`config.mk`:
```
export PLATFORM = sky130hd
export DESIGN_NAME = gamepad_pmod_tx_flat
export DESIGN_NICKNAME = d
export VERILOG_FILES = /design/src/rtl/gamepad_pmod_pkg.sv /design/src/rtl/gamepad_pmod_tx_if.sv /design/src/rtl/gamepad_pmod_tx.sv /design/src/flat_wrapper.sv
export SDC_FILE = /design/constraint.sdc
export NUM_CORES = 1
export LEC_CHECK = 0
export ABC_AREA = 1
export BUFFER_PORTS_ARGS = -buffer_cell sky130_fd_sc_hd__buf_4
export CAP_MARGIN = 20
export CORE_MARGIN = 2
export CORE_UTILIZATION = 45
export DETAILED_ROUTE_END_ITERATION = 8
export PLACE_DENSITY = 0.67
export SETUP_SLACK_MARGIN = 0.05
export SYNTH_ARGS = -nofsm -noshare
export SYNTH_HDL_FRONTEND = slang
export SYNTH_SLANG_ARGS = --single-unit
```
`constraint.sdc`:
```
create_clock -name clk -period 1.8 [get_ports clk]
set_clock_uncertainty 0.15 [all_clocks]
set_input_delay 0.09 -clock clk [delete_from_list [all_inputs] [get_ports clk]]
set_output_delay 0.09 -clock clk [all_outputs]
set_load 0.01 [all_outputs]
```
`src/rtl/gamepad_pmod_pkg.sv`:
```
// Shared definitions for the gamepad PMOD link, used by both the transmitter
// and the receiver side.
//   state_t      : transmitter FSM state encoding
//   btn_idx_t    : bit positions of each button inside a 12-bit controller word
//   FRAME_BITS   : serial bits per frame (two 12-bit controllers)
//   make_snapshot: builds the frame word; a missing controller reads as all ones
package gamepad_pmod_pkg;

  localparam int unsigned BTN_BITS   = 12;
  localparam int unsigned FRAME_BITS = 2 * BTN_BITS;

  typedef enum logic [2:0] {
    ST_IDLE   = 3'd0,
    ST_LATCH  = 3'd1,
    ST_CLK_LO = 3'd2,
    ST_CLK_HI = 3'd3,
    ST_GAP    = 3'd4
  } state_t;

  // Controller word order, MSB to LSB: {B,Y,SELECT,START,UP,DOWN,LEFT,RIGHT,A,X,L,R}
  typedef enum int unsigned {
    BTN_R      = 0,
    BTN_L      = 1,
    BTN_X      = 2,
    BTN_A      = 3,
    BTN_RIGHT  = 4,
    BTN_LEFT   = 5,
    BTN_DOWN   = 6,
    BTN_UP     = 7,
    BTN_START  = 8,
    BTN_SELECT = 9,
    BTN_Y      = 10,
    BTN_B      = 11
  } btn_idx_t;

  // Controller 0 occupies the upper half so it is shifted out first.
  function automatic logic [FRAME_BITS-1:0] make_snapshot(
    input logic [BTN_BITS-1:0] btn0,
    input logic [BTN_BITS-1:0] btn1,
    input logic                present0,
    input logic                present1
  );
    return {present0 ? btn0 : {BTN_BITS{1'b1}},
            present1 ? btn1 : {BTN_BITS{1'b1}}};
  endfunction

endpackage

```
`src/rtl/gamepad_pmod_tx_if.sv`:
```
// Serial PMOD link between the gamepad transmitter and its receiver.
//   pmod_latch : latch strobe, high during the latch phase
//   pmod_clk   : shift clock, receiver samples pmod_data on its rising edge
//   pmod_data  : serial data, active-high, MSB first
// master = transmitter (drives), slave = receiver (samples).
interface gamepad_pmod_tx_if;
  logic pmod_latch;
  logic pmod_clk;
  logic pmod_data;

  modport master (output pmod_latch, output pmod_clk, output pmod_data);
  modport slave  (input  pmod_latch, input  pmod_clk, input  pmod_data);
endinterface

```
`src/rtl/gamepad_pmod_tx.sv`:
```
// Gamepad PMOD transmitter: snapshots two 12-bit controller words and sends
// them as one 24-bit frame (latch strobe, 24 clock pulses, idle gap).
// Ports:
//   clk, reset        : system clock, asynchronous active-high reset
//   enable            : frames run back-to-back while high (sampled in IDLE only)
//   btn0, btn1        : controller button words, active-high
//   present0/present1 : controller-connected flags; absent reads as 12'hFFF
//   pmod              : latch / clock / data outputs (interface, master side)
//   busy              : high from latch phase through gap phase
//   frame_done        : one-cycle pulse as the FSM returns to IDLE
// Parameters: CLK_DIV (1..255) cycles per pmod_clk half-period,
//             GAP_CYCLES (1..1023) idle cycles after the last bit.
module gamepad_pmod_tx
  import gamepad_pmod_pkg::*;
#(
  parameter int unsigned CLK_DIV    = 4,
  parameter int unsigned GAP_CYCLES = 16
) (
  input  logic                 clk,
  input  logic                 reset,
  input  logic                 enable,
  input  logic [BTN_BITS-1:0]  btn0,
  input  logic [BTN_BITS-1:0]  btn1,
  input  logic                 present0,
  input  logic                 present1,
  gamepad_pmod_tx_if.master    pmod,
  output logic                 busy,
  output logic                 frame_done
);

  localparam int unsigned LATCH_LEN = 2 * CLK_DIV;
  localparam int unsigned CNT_MAX   = (LATCH_LEN > GAP_CYCLES) ? LATCH_LEN : GAP_CYCLES;
  // Phase counter only ever counts 0..CNT_MAX-1, so it cannot wrap in a frame.
  localparam int unsigned CNT_W     = $clog2(CNT_MAX);
  localparam int unsigned BIT_W     = $clog2(FRAME_BITS);

  localparam logic [CNT_W-1:0] LATCH_LAST = CNT_W'(LATCH_LEN - 1);
  localparam logic [CNT_W-1:0] HALF_LAST  = CNT_W'(CLK_DIV - 1);
  localparam logic [CNT_W-1:0] GAP_LAST   = CNT_W'(GAP_CYCLES - 1);
  localparam logic [BIT_W-1:0] MSB_IDX    = BIT_W'(FRAME_BITS - 1);

  state_t                  state, state_n;
  logic [CNT_W-1:0]        cnt, cnt_n;
  logic [BIT_W-1:0]        bit_idx, bit_n;
  logic [FRAME_BITS-1:0]   shreg, shreg_n;
  logic                    latch_q, clk_q, data_q, busy_q, done_q;
  logic                    latch_n, clk_n, data_n, busy_n, done_n;

  // NOTE: every signal written here gets a default first, so no path leaves
  // one unassigned and no latch is inferred.
  always_comb begin
    state_n = state;
    cnt_n   = cnt + 1'b1;
    bit_n   = bit_idx;
    shreg_n = shreg;
    done_n  = 1'b0;

    case (state)
      ST_IDLE: begin
        cnt_n = '0;
        if (enable) begin
          state_n = ST_LATCH;
          shreg_n = make_snapshot(btn0, btn1, present0, present1);
        end
      end
      ST_LATCH: begin
        if (cnt == LATCH_LAST) begin
          state_n = ST_CLK_LO;
          cnt_n   = '0;
          bit_n   = MSB_IDX;
        end
      end
      ST_CLK_LO: begin
        if (cnt == HALF_LAST) begin
          state_n = ST_CLK_HI;
          cnt_n   = '0;
        end
      end
      ST_CLK_HI: begin
        if (cnt == HALF_LAST) begin
          cnt_n = '0;
          if (bit_idx == '0) begin
            state_n = ST_GAP;
          end else begin
            // Next bit moves into the MSB position as its low phase starts.
            state_n = ST_CLK_LO;
            bit_n   = bit_idx - 1'b1;
            shreg_n = {shreg[FRAME_BITS-2:0], 1'b0};
          end
        end
      end
      ST_GAP: begin
        if (cnt == GAP_LAST) begin
          state_n = ST_IDLE;
          cnt_n   = '0;
          done_n  = 1'b1;
        end
      end
      default: begin
        state_n = ST_IDLE;
        cnt_n   = '0;
      end
    endcase

    // Outputs are decoded from the next state so they register in step with it.
    latch_n = (state_n == ST_LATCH);
    clk_n   = (state_n == ST_CLK_HI);
    data_n  = ((state_n == ST_CLK_LO) || (state_n == ST_CLK_HI)) && shreg_n[FRAME_BITS-1];
    busy_n  = (state_n != ST_IDLE);
  end

  // NOTE: sequential state uses non-blocking assignments so all registers
  // update together from values sampled before the edge.
  // NOTE: the snapshot register is small and its value is visible on
  // pmod_data, so it is reset along with the control state.
  always_ff @(posedge clk or posedge reset) begin
    if (reset) begin
      state   <= ST_IDLE;
      cnt     <= '0;
      bit_idx <= '0;
      shreg   <= '0;
      latch_q <= 1'b0;
      clk_q   <= 1'b0;
      data_q  <= 1'b0;
      busy_q  <= 1'b0;
      done_q  <= 1'b0;
    end else begin
      state   <= state_n;
      cnt     <= cnt_n;
      bit_idx <= bit_n;
      shreg   <= shreg_n;
      latch_q <= latch_n;
      clk_q   <= clk_n;
      data_q  <= data_n;
      busy_q  <= busy_n;
      done_q  <= done_n;
    end
  end

  assign pmod.pmod_latch = latch_q;
  assign pmod.pmod_clk   = clk_q;
  assign pmod.pmod_data  = data_q;
  assign busy            = busy_q;
  assign frame_done      = done_q;

endmodule

```
`src/flat_wrapper.sv`:
```
// flat-port wrapper written by rule: the top's interface ports become plain ports
module gamepad_pmod_tx_flat import gamepad_pmod_pkg::*;
#(
  parameter int unsigned CLK_DIV    = 4,
  parameter int unsigned GAP_CYCLES = 16
)
  (clk, reset, enable, btn0, btn1, present0, present1, busy, frame_done, pmod_pmod_latch, pmod_pmod_clk, pmod_pmod_data);
  gamepad_pmod_tx_if pmod_i ();
  input  logic clk;
  input  logic reset;
  input  logic enable;
  input  logic [BTN_BITS-1:0] btn0;
  input  logic [BTN_BITS-1:0] btn1;
  input  logic present0;
  input  logic present1;
  output logic busy;
  output logic frame_done;
  output wire logic [$bits(pmod_i.pmod_latch)-1:0] pmod_pmod_latch;
  output wire logic [$bits(pmod_i.pmod_clk)-1:0] pmod_pmod_clk;
  output wire logic [$bits(pmod_i.pmod_data)-1:0] pmod_pmod_data;
  assign pmod_pmod_latch = pmod_i.pmod_latch;
  assign pmod_pmod_clk = pmod_i.pmod_clk;
  assign pmod_pmod_data = pmod_i.pmod_data;
  gamepad_pmod_tx #(.CLK_DIV(CLK_DIV), .GAP_CYCLES(GAP_CYCLES)) u_core (.clk(clk), .reset(reset), .enable(enable), .btn0(btn0), .btn1(btn1), .present0(present0), .present1(present1), .pmod(pmod_i), .busy(busy), .frame_done(frame_done));
endmodule
```
**Word-level counts from Yosys, hierarchy flattened**

Index checks and enable logic that the tools add are counted.

- Flip-flop bits (word level): 41
- Input bits: 29

- Add/subtract/negate cells: 2
- Eq/ne operators: 14
- Mux-type cells: 23
- Reduce and logical (&&, ||, !) cells: 10

Operators with widths:

| operator | number |
|---|---|
| two-way mux 24 bit | 3 |
| one-hot mux 24 bit (2 select lines) | 1 |
| two-way mux 12 bit | 2 |
| two-way mux 3 bit | 6 |
| two-way mux 5 bit | 3 |
| one-hot mux 3 bit (5 select lines) | 1 |
| == test 3 x 2 -> 1 bit, second input constant | 4 |
| two-way mux 4 bit | 3 |
| one-hot mux 4 bit (3 select lines) | 1 |
| one-hot mux 5 bit (2 select lines) | 1 |
| AND reduction 4 bit | 2 |
| == test 3 x 1 -> 1 bit, second input constant | 2 |
| zero test 5 bit | 1 |
| subtractor 5 x 1 -> 5 bit, second input constant | 1 |
| adder 4 x 1 -> 4 bit, second input constant | 1 |
| == test 4 x 2 -> 1 bit, second input constant | 1 |
| == test 4 x 3 -> 1 bit, second input constant | 1 |
| == test 4 bit, second input constant | 1 |
| != test 2 x 1 -> 1 bit, second input constant | 2 |
| != test 2 bit, second input constant | 2 |
| nonzero test 2 bit | 2 |
| == test 3 bit, second input constant | 1 |
| zero test 3 bit | 1 |
| nonzero test 3 bit | 1 |
| 4 further kinds | 5 |

**Logic depth before layout (Yosys ltp)**

Gate-level depths: netlist of the first run.

- Word-level depth: 7
- Gate-level depth with buffers: 11
- Mapped depth without buffers: 10

**Least setup slack after synthesis of the first run**

No wires, ideal clock.

- Kind: reg2reg
- From: register u_core.cnt[0]
- To: register u_core.shreg[12]
- Library setup time: 0.128 ns
- Arrival time: 1.322 ns
- Setup slack: 0.200 ns
- Stages on the path, launching flop included: 10
- Period minus slack after synthesis: 1.600 ns
- Cell sequence: dfrtp_1 -> ha_1 -> nand3_2 -> inv_1 -> nand3_4 -> inv_6 -> nor2_8 -> buf_6 -> nand2_2 -> nand3_1

- Word-level cells in the longest chain between the ends: 3

RTL lines:

| element | line | text |
|---|---|---|
| from (decl) | gamepad_pmod_tx.sv:43 | `logic [CNT_W-1:0] cnt, cnt_n;` |
| from (signal assigned) | gamepad_pmod_tx.sv:129 | `cnt <= cnt_n;` |
| == test 4 x 2 -> 1 bit | gamepad_pmod_tx.sv:80 | `if (cnt == HALF_LAST) begin` |
| != test 2 x 1 -> 1 bit (no source line) | -- |  |
| AND reduction 4 bit (no source line) | -- |  |
| to (signal assigned) | gamepad_pmod_tx.sv:131 | `shreg <= shreg_n;` |
| to (decl) | gamepad_pmod_tx.sv:45 | `logic [FRAME_BITS-1:0] shreg, shreg_n;` |

No other way between the ends.
A chain may end at the register's enable or synchronous reset.

**Final worst setup path of the first run**

- From: register u_core.cnt[0]
- To: register u_core.shreg[7]

The elaborated chain is that of the path after synthesis.

==> results of run 1 <==
==> final cells by class <==
type                    instances  area (µm²)  share of cell area, %
well taps                      52       65.06                  2.383
multi-input cells             171       877.1                  32.13
repair buffers                 65       564.3                  20.67
flip-flops and latches         41        1026                  37.58
clock buffers                   7       86.33                  3.162
inverters                      27       111.4                  4.079
==> worst min path at each step <==
stage                   from                      to  slack [ns]  depth (start not counted)
CTS                   enable  u_core.pmod.pmod_latch        0.06                          5
global route          enable  u_core.pmod.pmod_latch        0.08                          5
detailed placement     reset   u_core.pmod.pmod_data        0.11                          3
global placement       reset   u_core.pmod.pmod_data        0.10                          3
floorplan           btn0[10]        u_core.shreg[22]        0.08                          2
finish                enable  u_core.pmod.pmod_latch        0.08                          5
==> flip-flops by register name, summed over array words and instances (netlist names) <==
| signal | count |
|---|---|
| u_core.bit_idx | 5 |
| u_core.busy | 1 |
| u_core.cnt | 4 |
| u_core.frame_done | 1 |
| u_core.pmod.pmod_clk | 1 |
| u_core.pmod.pmod_data | 1 |
| u_core.pmod.pmod_latch | 1 |
| u_core.shreg | 24 |
| u_core.state | 3 |
==> through the flow <==
stage          worst slack, ns  total power (µW)
6_report                0.1854              1643
3_3_place_gp            0.1703              1013
4_1_cts                 0.1049              1663
2_1_floorplan           0.2002             960.0
3_5_place_dp            0.1223              1015
5_1_grt                0.05115              1719
==> power breakdown <==
part,total [µW],switching (µW),internal (µW)
clock network,605,301,304
registers,920,0,920
logic,118,43.5,74.2
==> worst register-to-register path, stage by stage, from the launching register on <==
cell and delay, ns:
dfrtp_1 0.42, ha_4 0.18, nand3_2 0.09, inv_1 0.12, nand3_4 0.11, inv_6 0.10
nor2_8 0.04, buf_12 0.15, nand2_1 0.07, nand3_1 0.07
==> per-layer routing <==
metal	share of wire [%]	routed length, µm	global-route usage (%)	vias up
met4	1.1	47	6.918	0
li1	-	-	-	923
met1	46	2023	24.56	836
met3	5.2	228	4.360	4
met5	0	0	0	-
met2	47	2080	31.89	53
==> Yosys cell counts <==
master    instances
a21oi_1           1
dfrtp_1          41
nand3_1          41
clkinv_4          1
nor2_1           11
nand2_2          11
nor2_8            1
buf_4             1
buf_6             3
o21ai_1           4
nand2_1          61
inv_6             1
xnor2_1           1
ha_1              3
or2_2             2
nand3_2           1
o21ai_0          26
nor2_2            1
nor2_4            1
nand4_1           4
inv_1            25
a31oi_1           1
nand3_4           1
clkbuf_1          4
==> what timing repair did <==
action | in CTS | in global routing
resized for setup | 0 | 9
buffers inserted | 0 | 1
endpoints found under the hold margin | 64 | 0
hold buffers | 24 | 0
endpoints found under the setup margin | 0 | 30
==> cell families (layout without fill, tap and decap cells) <==
group	after synthesis	in the layout	share of synthesized area, %
adders and majority gates	3	3	1.833
xor gates and xnor gates	1	1	0.4277
and+or+nand+nor	135	135	31.58
buffers and inverters	35	99	8.186
DFF	41	41	50.09
AOI/OAI and AO/OA	32	32	7.880
==> impl_metrics.tcl, run 1 <==
set metrics [dict create \
    layout.cells.non_filler 363 \
    finalCritPeriodShare_pct 89.70 \
    antenna_found_initial 0 \
    layout_commonest_cell "nand2_1" \
    pwr_density_cell_mw_per_mm2 601.9 \
    drt-initial-drc-count 125 \
    finalInstanceArea_mm2 0.002730 \
    avgSynthCellArea_um2 8.292 \
    diodes 0 \
    final-hold-violation-count 0 \
    fillers 376 \
    clock-sinks 41 \
    grt_overflow_total 0 \
    io_pins 34 \
    required_ns 1.82 \
    cts_tree "built" \
    cts-buffers-inserted 5 \
    worst-r2r-setup-slack_ns 0.19 \
    finish.utilization_pct 62.27 \
    die_w_um 71.47 \
    start_kind "flop" \
    num_rows 24 \
    gp_congestion 0.8005 \
    hpwl_mm 2.845 \
    insertion_delay_ns 0.29 \
    routed_via_density 5.003 \
    crit_cells 9 \
    drive_above_1_share_pct 23.15 \
    worst_hold_slack_ns 0.07579 \
    ys_types 24 \
    critPathTopFamily "flip-flops" \
    crit_buf_inv 3 \
    setup.worst_path.end "u_core.shreg[7]" \
    maxCapViolations 0 \
    drcViolationCount 0 \
    cp-end-kind "flop" \
    worst_path_max_delay_cell "dfrtp_1" \
    finalSetupTns_ns 0 \
    reg2reg_to "u_core.shreg[7]" \
    rsz0062_at_grt "yes" \
    io_buffers 33 \
    synthesis.nets 279 \
    ir_worst_vdd_uv 459.0 \
    finalSetupViolations 0 \
    netlist_top_cells_area "dfrtp_1, nand2_1, nand3_1, o21ai_0, inv_1" \
    ys_seq_area_share_pct 50.09 \
    syn_area_mm2 0.002048 \
    cp_max_fo 17 \
    path_clk_slew_ns 0.07 \
    grt_usage_pct 19.16 \
    detail_route.wirelength_mm 4.379 \
    ys_ff_latch 41 \
    avgRoutedWirePerCell_um 12.06 \
    cp-startpoint "u_core.cnt[0]" \
    synthToLayoutAreaGrowth_pct 33.29 \
    netlist.area_leader.share_pct 50.09 \
    grt_pass1_vias 1750 \
    worstMarginPinSlew_ns 0.5132 \
    crit_arrival_ns 1.64 \
    slowest_delay_ns 0.42 \
    cts_htree_levels 2 \
    placed_cell_area_mm2 0.002370 \
    slew_headroom_pct 65.79 \
    synth_area_leader_cell "dfrtp_1" \
    grt_start_max_net_pins 42 \
    vias 1816 \
    slew_violations 0 \
    dieArea_mm2 0.005107 \
    status "complete, no violations" \
    power_leakage_uw 0.001308 \
    rr_startpoint "u_core.cnt[0]" \
    placedCellCount 331 \
    nets 343 \
    hp-class "in -> reg" \
    clock.fmax_mhz 619.3 \
    min_period_ns 1.615 \
    layout_common_cells "nand2_1, nand3_1, dfrtp_1" \
    cts_root_buffer "clkbuf_8" \
    grt_pass1_wl_mm 7.672 \
    yosys_warnings 0 \
    ant_nets 0 \
    crit_path_cell_trace "ha_4, nand3_2, inv_1, nand3_4, inv_6, nor2_8, buf_12, nand2_1, nand3_1" \
    core_area_mm2 0.004384 \
    syn_inst 247 \
    start_util_pct 46.72 \
    reg2reg_depth 9 \
    path_class "reg -> reg" \
    drtPass1Iterations 7 \
    ctsLongestPathBuffers 2 \
    die_y_um 71.47 \
]
No activity file was read; power rests on OpenSTA's default activity.
==> run 2, diff against run 1 <==
==> constraint.sdc (replaced) <==
create_clock -name clk -period 1.6 [get_ports clk]
set_clock_uncertainty 0.15 [all_clocks]
set_input_delay 0.08 -clock clk [delete_from_list [all_inputs] [get_ports clk]]
set_output_delay 0.08 -clock clk [all_outputs]
set_load 0.01 [all_outputs]
==> impl_metrics.tcl, run 2 (synthesized netlist as in run 1, its figures left out) <==
set metrics [dict create \
    path_clk_slew_ns 0.08 \
    drive_above_1_share_pct 38.86 \
    drt-initial-drc-count 122 \
    ctsLongestPathBuffers 2 \
    path_class "reg -> reg" \
    io_pins 34 \
    cts-buffers-inserted 5 \
    worst_hold_slack_ns 0.06076 \
    rsz0062_at_grt "yes" \
    hp-start "enable" \
    cts_tree "built" \
    crit_arrival_ns 1.58 \
    top_regs "u_core.shreg x24, u_core.bit_idx x5, u_core.cnt x4" \
    grt.busiest_layer "met2" \
    antenna_found_initial 0 \
    insertion_delay_ns 0.30 \
    pwr_density_cell_mw_per_mm2 649.1 \
    gp_congestion 0.7651 \
    synthToLayoutAreaGrowth_pct 52.11 \
    worstMarginPinSlew_ns 0.5195 \
    power_leakage_uw 0.001457 \
    detail_route.wirelength_mm 4.923 \
    fillers 321 \
    clock-sinks 41 \
    placedCellCount 341 \
    ant_nets 0 \
    avgRoutedWirePerCell_um 12.82 \
    drtPass1Iterations 4 \
    grt_pass1_vias 1866 \
    die_w_um 71.47 \
    min_period_ns 1.550 \
    cp_max_fo 11 \
    start_util_pct 46.72 \
    rr_startpoint "u_core.cnt[1]" \
    routed_via_density 5.021 \
    slew_violations 0 \
    finalSetupViolations 0 \
    io_buffers 33 \
    grt_pass1_wl_mm 7.948 \
    ir_worst_vdd_uv 494.7 \
    layout.cells.non_filler 384 \
    grt_usage_pct 19.89 \
    clock.fmax_mhz 645.1 \
    required_ns 1.63 \
    maxCapViolations 0 \
    grt_start_max_net_pins 42 \
    num_rows 24 \
    hpwl_mm 2.991 \
    cp-startpoint "u_core.cnt[1]" \
    layout_common_cells "buf_4, nand2_1, dfrtp_1" \
    diodes 0 \
    drcViolationCount 0 \
    slew_headroom_pct 65.37 \
    met1_usage_pct 23.94 \
    dieArea_mm2 0.005107 \
    hp-class "in -> reg" \
    largest_reg_flops 24 \
    use_met2_pct 33.95 \
    die_y_um 71.47 \
    cp-end-kind "flop" \
    vias 1928 \
    final-hold-violation-count 0 \
    top_register "u_core.shreg" \
    grt_overflow_total 0 \
    cts_root_buffer "clkbuf_8" \
    core_area_mm2 0.004384 \
    cts_htree_levels 2 \
    start_kind "flop" \
    layout_commonest_cell "buf_4" \
    finalCritPeriodShare_pct 96.89 \
    use_met3_pct 5.345 \
    nets 363 \
    status "complete, no violations" \
]
run 2: cell type report:
type	count	area, µm²	area share, %
Timing Repair Buffer	85	755.7	24.26
Clock inverter	3	46.29	1.486
Multi-Input combinational cell	171	1035	33.21
Clock buffer	5	68.82	2.209
Inverter	27	116.4	3.735
Tap cell	52	65.06	2.088
Sequential cell	41	1028	33.01
run 2: metrics by stage:
step                util [%]  total power, µW  setup slack [ns]    TNS [ns]  instance area, µm²
global placement       56.68             1141           0.02229           0                2485
global route           71.06             2098          -0.02686     -0.1810                3115
detailed placement     56.68             1142        -0.0007719  -0.0007719                2485
CTS                    65.58             2032           0.04526           0                2875
finish                 71.06             2022           0.04982           0                3115
floorplan                  -             1080           0.05536           0                2051
run 2: path summary, 6_finish.rpt:
path                                               end  slack [ns]  depth (start not counted)
max in group asynchronous              u_core.state[1]        0.60                          4
min in group asynchronous            u_core.bit_idx[1]        0.32                          4
worst min-delay path            u_core.pmod.pmod_latch        0.06                          5
worst max-delay path                  u_core.shreg[18]        0.05                          9
worst max register to register        u_core.shreg[18]        0.05                          9
worst min register to register         u_core.shreg[0]        0.33                          2
run 2: what timing repair did:
action                                  4_1_cts  5_1_grt
endpoints found under the hold margin        64        0
gates cloned                                  0        0
endpoints found under the setup margin       27       33
buffers inserted                              2        9
pin swaps                                     1       11
gates resized for setup                       4       50
hold buffers                                 24        0
run 2: critical path, cell delays in order, from the launching register on:
cell and delay, ns:
dfrtp_1 0.40, ha_4 0.19, nand3_4 0.08, inv_4 0.07, nand3_4 0.12, inv_8 0.11
nor2_8 0.04, buf_12 0.14, nand2_2 0.06, nand3_2 0.06
run 2: report_power, final:
part	total, µW	switching [µW]	internal (µW)
sequential	1030	0	1030
combinational	134	50.3	83.6
clock	853	386	467
total	2020	437	1590
run 2: metal layers:
layer / up-vias / share of wire, %
li1: 969 / -
met5: - / 0
met1: 906 / 44
met2: 40 / 50
met3: 13 / 3.6
met4: 0 / 2.0
